**src/rtl/bootram_pkg.sv**
```systemverilog
// Shared types and constants for the boot RAM bus controller.
// Lane i of a 32-bit word is always bits [8i+7:8i].
package bootram_pkg;

  localparam int unsigned LANES           = 4;
  localparam int unsigned ADDR_W_DEFAULT  = 11;
  localparam int unsigned READ_LAT_BYPASS = 1;
  localparam int unsigned READ_LAT_PIPE   = 2;

  typedef enum logic [2:0] {
    StIdle,
    StCpuWr,
    StLdWr,
    StRdWait,
    StRdCap,
    StDone
  } state_e;

  function automatic logic [7:0] lane_slice(input logic [31:0] word, input int unsigned lane);
    return word[8*lane +: 8];
  endfunction

endpackage

```
**src/rtl/bootram_bus_ctrl.sv**
```systemverilog
// Converts PicoRV32 native memory requests and UART loader byte writes into
// strobes for four byte-lane boot RAMs; every output is registered.
module bootram_bus_ctrl
  import bootram_pkg::*;
#(
  parameter int unsigned ADDR_W   = ADDR_W_DEFAULT,
  parameter int unsigned READ_LAT = READ_LAT_BYPASS,
  parameter bit          WP_EN    = 1'b0
) (
  input  logic              i_clk,
  input  logic              i_reset,
  input  logic              i_sel,
  input  logic              i_mem_valid,
  output logic              o_mem_ready,
  input  logic [31:0]       i_mem_addr,
  input  logic [31:0]       i_mem_wdata,
  input  logic [3:0]        i_mem_wstrb,
  output logic [31:0]       o_mem_rdata,
  input  logic              i_wp_lock,
  input  logic              i_ld_valid,
  output logic              o_ld_ready,
  input  logic [ADDR_W+1:0] i_ld_addr,
  input  logic [7:0]        i_ld_data,
  output logic [3:0]        o_ram_ce,
  output logic [3:0]        o_ram_wre,
  output logic              o_ram_oce,
  output logic [ADDR_W-1:0] o_ram_ad,
  output logic [31:0]       o_ram_din,
  input  logic [31:0]       i_ram_dout
);

  state_e            r_state;
  logic [1:0]        r_wait;
  logic              r_mem_ready;
  logic              r_ld_ready;
  logic [31:0]       r_mem_rdata;
  logic [3:0]        r_ram_ce;
  logic [3:0]        r_ram_wre;
  logic              r_ram_oce;
  logic [ADDR_W-1:0] r_ram_ad;
  logic [31:0]       r_ram_din;

  logic [3:0]        w_ld_lane;
  logic              w_wp_block;
  logic              w_unused_addr;

  assign w_ld_lane     = 4'b0001 << i_ld_addr[1:0];
  assign w_wp_block    = WP_EN && i_wp_lock;
  assign w_unused_addr = ^{i_mem_addr[31:ADDR_W+2], i_mem_addr[1:0]};

  always_ff @(posedge i_clk or posedge i_reset) begin
    if (i_reset) begin
      r_state     <= StIdle;
      r_wait      <= '0;
      r_mem_ready <= 1'b0;
      r_ld_ready  <= 1'b0;
      r_mem_rdata <= '0;
      r_ram_ce    <= '0;
      r_ram_wre   <= '0;
      r_ram_oce   <= 1'b0;
      r_ram_ad    <= '0;
      r_ram_din   <= '0;
    end else begin
      unique case (r_state)
        StIdle: begin
          // Loader wins a same-cycle tie so a boot load is never interleaved.
          if (i_ld_valid) begin
            r_state   <= StLdWr;
            r_ram_ad  <= i_ld_addr[ADDR_W+1:2];
            r_ram_ce  <= w_ld_lane;
            r_ram_wre <= w_ld_lane;
            r_ram_din <= {LANES{i_ld_data}};
          end else if (i_sel && i_mem_valid) begin
            r_ram_ad  <= i_mem_addr[ADDR_W+1:2];
            r_ram_din <= i_mem_wdata;
            if (i_mem_wstrb != 4'h0) begin
              r_state   <= StCpuWr;
              r_ram_ce  <= w_wp_block ? 4'h0 : i_mem_wstrb;
              r_ram_wre <= w_wp_block ? 4'h0 : i_mem_wstrb;
            end else begin
              r_state   <= StRdWait;
              r_ram_ce  <= 4'hF;
              r_ram_wre <= 4'h0;
              r_wait    <= 2'(READ_LAT - 1);
            end
          end
        end

        // The ready register doubles as the phase bit: strobe cycle, then ready cycle.
        StCpuWr: begin
          r_ram_ce  <= 4'h0;
          r_ram_wre <= 4'h0;
          if (!r_mem_ready) begin
            r_mem_ready <= 1'b1;
          end else begin
            r_mem_ready <= 1'b0;
            r_state     <= StDone;
          end
        end

        StLdWr: begin
          r_ram_ce  <= 4'h0;
          r_ram_wre <= 4'h0;
          if (!r_ld_ready) begin
            r_ld_ready <= 1'b1;
          end else begin
            r_ld_ready <= 1'b0;
            r_state    <= StDone;
          end
        end

        StRdWait: begin
          r_ram_ce  <= 4'h0;
          r_ram_wre <= 4'h0;
          if (r_wait == 2'd0) begin
            r_ram_oce <= 1'b0;
            r_state   <= StRdCap;
          end else begin
            r_wait    <= r_wait - 2'd1;
            r_ram_oce <= (READ_LAT == READ_LAT_PIPE) && (r_wait == 2'd1);
          end
        end

        StRdCap: begin
          if (!r_mem_ready) begin
            r_mem_rdata <= i_ram_dout;
            r_mem_ready <= 1'b1;
          end else begin
            r_mem_ready <= 1'b0;
            r_state     <= StDone;
          end
        end

        // One dead cycle so a valid still high after ready is not taken twice.
        StDone: begin
          r_state <= StIdle;
        end

        default: begin
          r_state <= StIdle;
        end
      endcase
    end
  end

  assign o_mem_ready = r_mem_ready;
  assign o_ld_ready  = r_ld_ready;
  assign o_mem_rdata = r_mem_rdata;
  assign o_ram_ce    = r_ram_ce;
  assign o_ram_wre   = r_ram_wre;
  assign o_ram_oce   = r_ram_oce;
  assign o_ram_ad    = r_ram_ad;
  assign o_ram_din   = r_ram_din;

endmodule

```
**config.mk**
```make
export PLATFORM = sky130hd
export DESIGN_NAME = bootram_bus_ctrl
export DESIGN_NICKNAME = d
export VERILOG_FILES = /design/src/rtl/bootram_pkg.sv /design/src/rtl/bootram_bus_ctrl.sv
export SDC_FILE = /design/constraint.sdc
export NUM_CORES = 1
export LEC_CHECK = 0
export CORE_ASPECT_RATIO = 0.5
export CORE_MARGIN = 4
export CORE_UTILIZATION = 37
export CTS_CLUSTER_SIZE = 30
export DETAILED_ROUTE_END_ITERATION = 10
export PLACE_DENSITY = 0.77
export SLEW_MARGIN = 15
export SYNTH_ARGS = -nofsm -noshare
export SYNTH_HDL_FRONTEND = slang
export SYNTH_SLANG_ARGS = --single-unit
```
**constraint.sdc**
```tcl
create_clock -name i_clk -period 3.1 [get_ports i_clk]
set_input_delay 0.62 -clock i_clk [delete_from_list [all_inputs] [get_ports i_clk]]
set_output_delay 0.62 -clock i_clk [all_outputs]
set_load 0.01 [all_outputs]
```
Yosys cells after proc, flatten, opt, wreduce, memory -nomap -nowiden
Index checks and enable logic that the tools add are counted.
{"block": "classes", "addsub": 1, "n_mul": 0, "n_div": 0, "order_cmp": 0, "n_eq_ne": 12, "shifts": 1, "mux": 26, "n_bitwise": 1, "n_reduce_logical": 14}
{"operator": "$mux W32", "n": 2}
{"operator": "$mux W4", "n": 6}
{"operator": "$mux W11", "n": 2}
{"operator": "$pmux W4 S2", "n": 2}
{"operator": "$mux W3", "n": 5}
{"operator": "$ne A2 B2 Y1 const B", "n": 6}
{"operator": "$pmux W3 S4", "n": 1}
{"operator": "$mux W2", "n": 5}
{"operator": "$eq A3 B2 Y1 const B", "n": 2}
{"operator": "$reduce_and A2 Y1", "n": 3}
{"operator": "$reduce_bool A2 Y1", "n": 3}
{"operator": "$reduce_and A5 Y1", "n": 1}
{"operator": "$pmux W2 S2", "n": 1}
{"operator": "$reduce_and A4 Y1", "n": 1}
{"operator": "$reduce_bool A4 Y1", "n": 1}
{"operator": "$shl A1 B2 Y4 const A", "n": 1}
{"operator": "$eq A3 B1 Y1 const B", "n": 1}
{"operator": "$eq A3 B3 Y1 const B", "n": 1}
{"operator": "$logic_not A3 Y1", "n": 1}
{"operator": "$ne A3 B3 Y1 const B", "n": 1}
{"operator": "$reduce_or A3 Y1", "n": 1}
{"operator": "$logic_not A2 Y1", "n": 1}
{"operator": "$mux W1", "n": 2}
{"operator": "$ne A2 B1 Y1 const B", "n": 1}
{"operator": "4 further kinds", "n": 4}
{"block": "word_totals", "register_bits": 90, "latch_bits": 0, "ramBits": 0, "mem_bits_ro": 0, "input_bits": 127, "word_cells": 64, "mem_count": 0}

Logic depth before layout (Yosys ltp)
{"block": "logic_depth", "depth_word": 5, "depth_mapped": 6}

Worst setup path after synthesis
OpenSTA, ideal clock, no wires.
{"block": "synth_timing", "path_kind": "in2reg", "startpoint": "input i_ld_valid", "endpoint": "register r_ram_ce[0], in the netlist o_ram_ce[0]", "setup_ps": 125, "arrival_ps": 1699, "slack_ps": 1276, "path_stages": 5, "cell_sequence": "buf_2 > a21oi_2 > a21o_1 > buf_2 > mux2_2"}
{"block": "synth_via", "elab_chain_len": 2}
{"item": "start: declaration", "line": "bootram_bus_ctrl.sv:20", "text": "input logic i_ld_valid,"}
{"item": "$mux W4 / $ne A3 B3 Y1 (equally long branches)"}
{"item": "$pmux W4 S2 / $reduce_and A2 Y1 (equally long branches)"}
{"item": "end signal: assignment", "line": "bootram_bus_ctrl.sv:70", "text": "r_ram_ce <= w_ld_lane;"}
{"item": "end signal: assignment", "line": "bootram_bus_ctrl.sv:78", "text": "r_ram_ce <= w_wp_block ? 4'h0 : i_mem_wstrb;"}
{"item": "end: declaration", "line": "bootram_bus_ctrl.sv:37", "text": "logic [3:0] r_ram_ce;"}
Parallel ways exist; a longest one is shown, timed or not.
A chain may end at the register's enable or synchronous reset.

Final worst setup path
{"block": "layout_timing", "startpoint": "register r_state[0]", "endpoint": "register r_ram_ad[9], in the netlist o_ram_ad[9]"}
{"block": "layout_via", "elab_chain_len": 2}
{"item": "start: declaration", "line": "bootram_bus_ctrl.sv:32", "text": "state_e r_state;"}
{"item": "start signal: assignment", "line": "bootram_bus_ctrl.sv:53", "text": "r_state <= StIdle;"}
{"item": "start signal: assignment", "line": "bootram_bus_ctrl.sv:68", "text": "r_state <= StLdWr;"}
{"item": "start signal: assignment", "line": "bootram_bus_ctrl.sv:77", "text": "r_state <= StCpuWr;"}
{"item": "$logic_not A3 Y1", "line": "bootram_bus_ctrl.sv:64", "text": "unique case (r_state)"}
{"item": "$reduce_and A2 Y1 (no source line)"}
{"item": "end signal: assignment", "line": "bootram_bus_ctrl.sv:69", "text": "r_ram_ad <= i_ld_addr[ADDR_W+1:2];"}
{"item": "end signal: assignment", "line": "bootram_bus_ctrl.sv:74", "text": "r_ram_ad <= i_mem_addr[ADDR_W+1:2];"}
{"item": "end: declaration", "line": "bootram_bus_ctrl.sv:40", "text": "logic [ADDR_W-1:0] r_ram_ad;"}
Every way passes these cells.

==> flow_metrics.env <==
export IMPL_period_share_pct=67.02
export IMPL_fin_skew_ns=0.003489
export IMPL_fp_coreArea_mm2=0.01122
export IMPL_intPower_mw=4.327
export IMPL_wire_per_inst_um=16.19
export IMPL_grt_pass1_wl_mm=17.71
export IMPL_yosysTopAreaCellShare_pct=51.93
export IMPL_crit_end="o_ram_ad[9]"
export IMPL_drv_slew=0
export IMPL_setup_tns_ns=0
export IMPL_dp_hpwl_mm=8.348
export IMPL_min_from="o_mem_rdata[16]"
export IMPL_clk_latency_ns=0.33
export IMPL_netlist_top_cells_count="dfrtp_1, mux2_2, mux2_4"
export IMPL_dieWidth_um=161.1
export IMPL_synth_nets=467
export IMPL_r2r_end="o_ram_ad[9]"
export IMPL_yosysWarnings=0
export IMPL_vias=3230
export IMPL_yosysMostFrequentCell="dfrtp_1"
export IMPL_port_buffers=189
export IMPL_tightest_slew_ns=0.5013
export IMPL_clockRootBuffer="clkbuf_16"
export IMPL_post_dp_cell_area_mm2=0.006349
export IMPL_maxSlewHeadroom_pct=66.54
export IMPL_clk_path_buf_depth=2
export IMPL_grt_start_max_net_pins=47
export IMPL_clock_sinks=90
export IMPL_num_nets_final=654
export IMPL_min_period_ns=2.078
export IMPL_drc=0
export IMPL_ant_nets=0
export IMPL_clockPowerShare_pct=17.8
export IMPL_die_h_um=84.56
export IMPL_finalInstanceArea_mm2=0.006654
export IMPL_setup_viol_count_final=0
export IMPL_drt_iter0_drc=143
export IMPL_status="finished clean"
export IMPL_die_area_mm2=0.01362
export IMPL_drv_cap=0
export IMPL_ys_types=41
export IMPL_finalHoldViolations=0
export IMPL_critPathLaunchType="flop"
export IMPL_p_per_area_mw_per_mm2=928.4
export IMPL_antenna_cells=0
export IMPL_place_congestion=0.7756
export IMPL_h_tree_depth=3
export IMPL_rr_worst_depth=4
export IMPL_critPathMaxStageDelay_ns=0.57
export IMPL_area_growth_syn_to_layout_pct=53.43
export IMPL_swShare_pct=29.95
export IMPL_ys_seq_area_share_pct=51.93
export IMPL_cts_tree="yes"
export IMPL_comb_power_share_pct=47.7
export IMPL_leakage_nw=2.909
export IMPL_critPathSlowestCell="or3_1"
export IMPL_synthesis_area_mm2=0.004337
export IMPL_r2r_slack_ns=1.02
export IMPL_grt_antenna_before_repair=0
export IMPL_start_util_pct=38.67
export IMPL_drt_pass1_iter_count=4
export IMPL_synth_edf_count=0
export IMPL_endpoint_kind="flop"
export IMPL_routed_wl_mm=11.16
export IMPL_pin_count=213
export IMPL_synth_ff_type="dfrtp_1"
export IMPL_via_per_inst=4.688
export IMPL_grt_setup_unrepaired="false"
export IMPL_std_cell_rows=27
export IMPL_cp_required_ns=3.32
export IMPL_ir_drop_v=0.0003219
export IMPL_fmax_ghz=0.4813
export IMPL_ys_seq_elements=90
export IMPL_clk_pin_slew_ns=0.06
export IMPL_crit_chain="or3_1, nor2_8, buf_12, mux2_2"
export IMPL_drive_gt1_share_pct=22.83
export IMPL_synthCells=339
export IMPL_hold_buffers=0
export IMPL_crit_arrival_ns=2.30
export IMPL_synthArstFlopShare_pct=100.0
export IMPL_cts_resized=0
export IMPL_cp_max_fo=43
export IMPL_post_cts_buffers=0
export IMPL_grt_pass1_vias=3361
export IMPL_r2r_start="r_state[0]"
export IMPL_power_switching_mw=1.850
export IMPL_synth_top_cell_by_area="dfrtp_1"
export IMPL_seq_power_share_pct=34.5
export IMPL_path_class="reg2reg"
export IMPL_hold_path_class="reg2reg"
export IMPL_num_fill_cells=933
export IMPL_startpoint="r_state[0]"
export IMPL_grt_overflow=0
export IMPL_syn_area_per_cell_um2=12.79
export IMPL_synthTopCellsByArea="dfrtp_1, mux2_4, mux2_2"
export IMPL_cts_buffers=9
export IMPL_grt_usage_pct=16.31
[cells by family after synthesis]
kind of cell,after synthesis,share of synthesized area [%]
compound gates,56,7.992
xor+xnor,3,0.6060
fa+ha+maj,1,0.2885
buf+inv,58,7.011
flops,90,51.93
mux,89,26.54
other cells,1,0.08647
simple gates,41,5.540
[per-stage QoR]
step	util, %	hold slack, ns	worst slack [ns]	total power, mW	std cells
floorplan	-	0.5027	0.1447	3.662	339
detailed placement	56.60	0.4828	0.7277	5.108	674
finish	59.33	0.4885	1.022	6.178	689
CTS	59.33	0.4965	1.052	6.255	689
global route	59.33	0.5147	0.9621	6.518	689
global placement	56.60	0.4674	0.7400	5.033	674
[flip-flops by register name, indices dropped and copies added, names as in the netlist]
name and cells:
r_state 3, o_ram_wre 4, o_mem_ready 1, o_ld_ready 1, o_mem_rdata 32, r_wait 2
o_ram_din 32, o_ram_ce 4, o_ram_ad 11
[area by class of cell]
class                   instances  area (µm²)  share of cell area [%]
well taps                     159       198.9                   2.990
multi-input cells             191        1789                   26.89
flip-flops and latches         90        2252                   33.85
inverters                      38       143.9                   2.162
repair buffers                196        1964                   29.52
clock buffers                  13       270.3                   4.062
clock inverters                 2       35.03                  0.5265
[how the worst min path moves through the flow]
stage / end / slack [ns] / depth (start not counted)
detailed placement: o_mem_rdata[16] / 0.48 / 1
floorplan: r_wait[0] / 0.50 / 2
CTS: o_mem_rdata[16] / 0.50 / 1
global placement: o_mem_rdata[9] / 0.47 / 1
finish: o_mem_rdata[16] / 0.49 / 1
global route: o_mem_rdata[30] / 0.51 / 1
[critical path: cells and delay by family (launching register included)]
kind / cells / cell delay (ns)
flops: 1 / 0.53
buf+inv: 1 / 0.29
mux: 1 / 0.38
simple gates: 2 / 0.71
[routing by layer]
metal	up-vias	share of wire, %	GRT usage [%]
li1	1535	-	-
met4	0	3.0	6.502
met3	25	4.5	3.825
met2	83	53	30.05
met1	1587	39	18.44
met5	-	0	0
[cells in the final DEF, fill, tap and decap left out, types with 2 or more instances in the layout]
cell and n:
a211oi_1 3, a22o_1 6, a22oi_1 2, buf_12 2, buf_4 5, clkbuf_16 9
clkbuf_8 3, clkdlybuf4s50_1 188, clkinv_2 2, dfrtp_1 90, inv_1 37, mux2_1 2
mux2_2 46, mux2_4 40, nand2_1 13, nand2b_1 5, nand3b_1 2, nor2_1 3
nor3_1 5, o21ai_0 35, o221a_2 2, or2_2 6, xor2_1 2
[power groups by stage]
| stage | combinational (mW) | clock (mW) | sequential [mW] |
|---|---|---|---|
| floorplan | 1.34 | 0 | 2.33 |
| global placement | 2.92 | 0 | 2.11 |
| detailed placement | 2.97 | 0 | 2.14 |
| CTS | 2.99 | 1.13 | 2.13 |
| global route | 3.12 | 1.18 | 2.21 |
| finish | 2.95 | 1.10 | 2.13 |
Power figures use the tool's default switching activity.
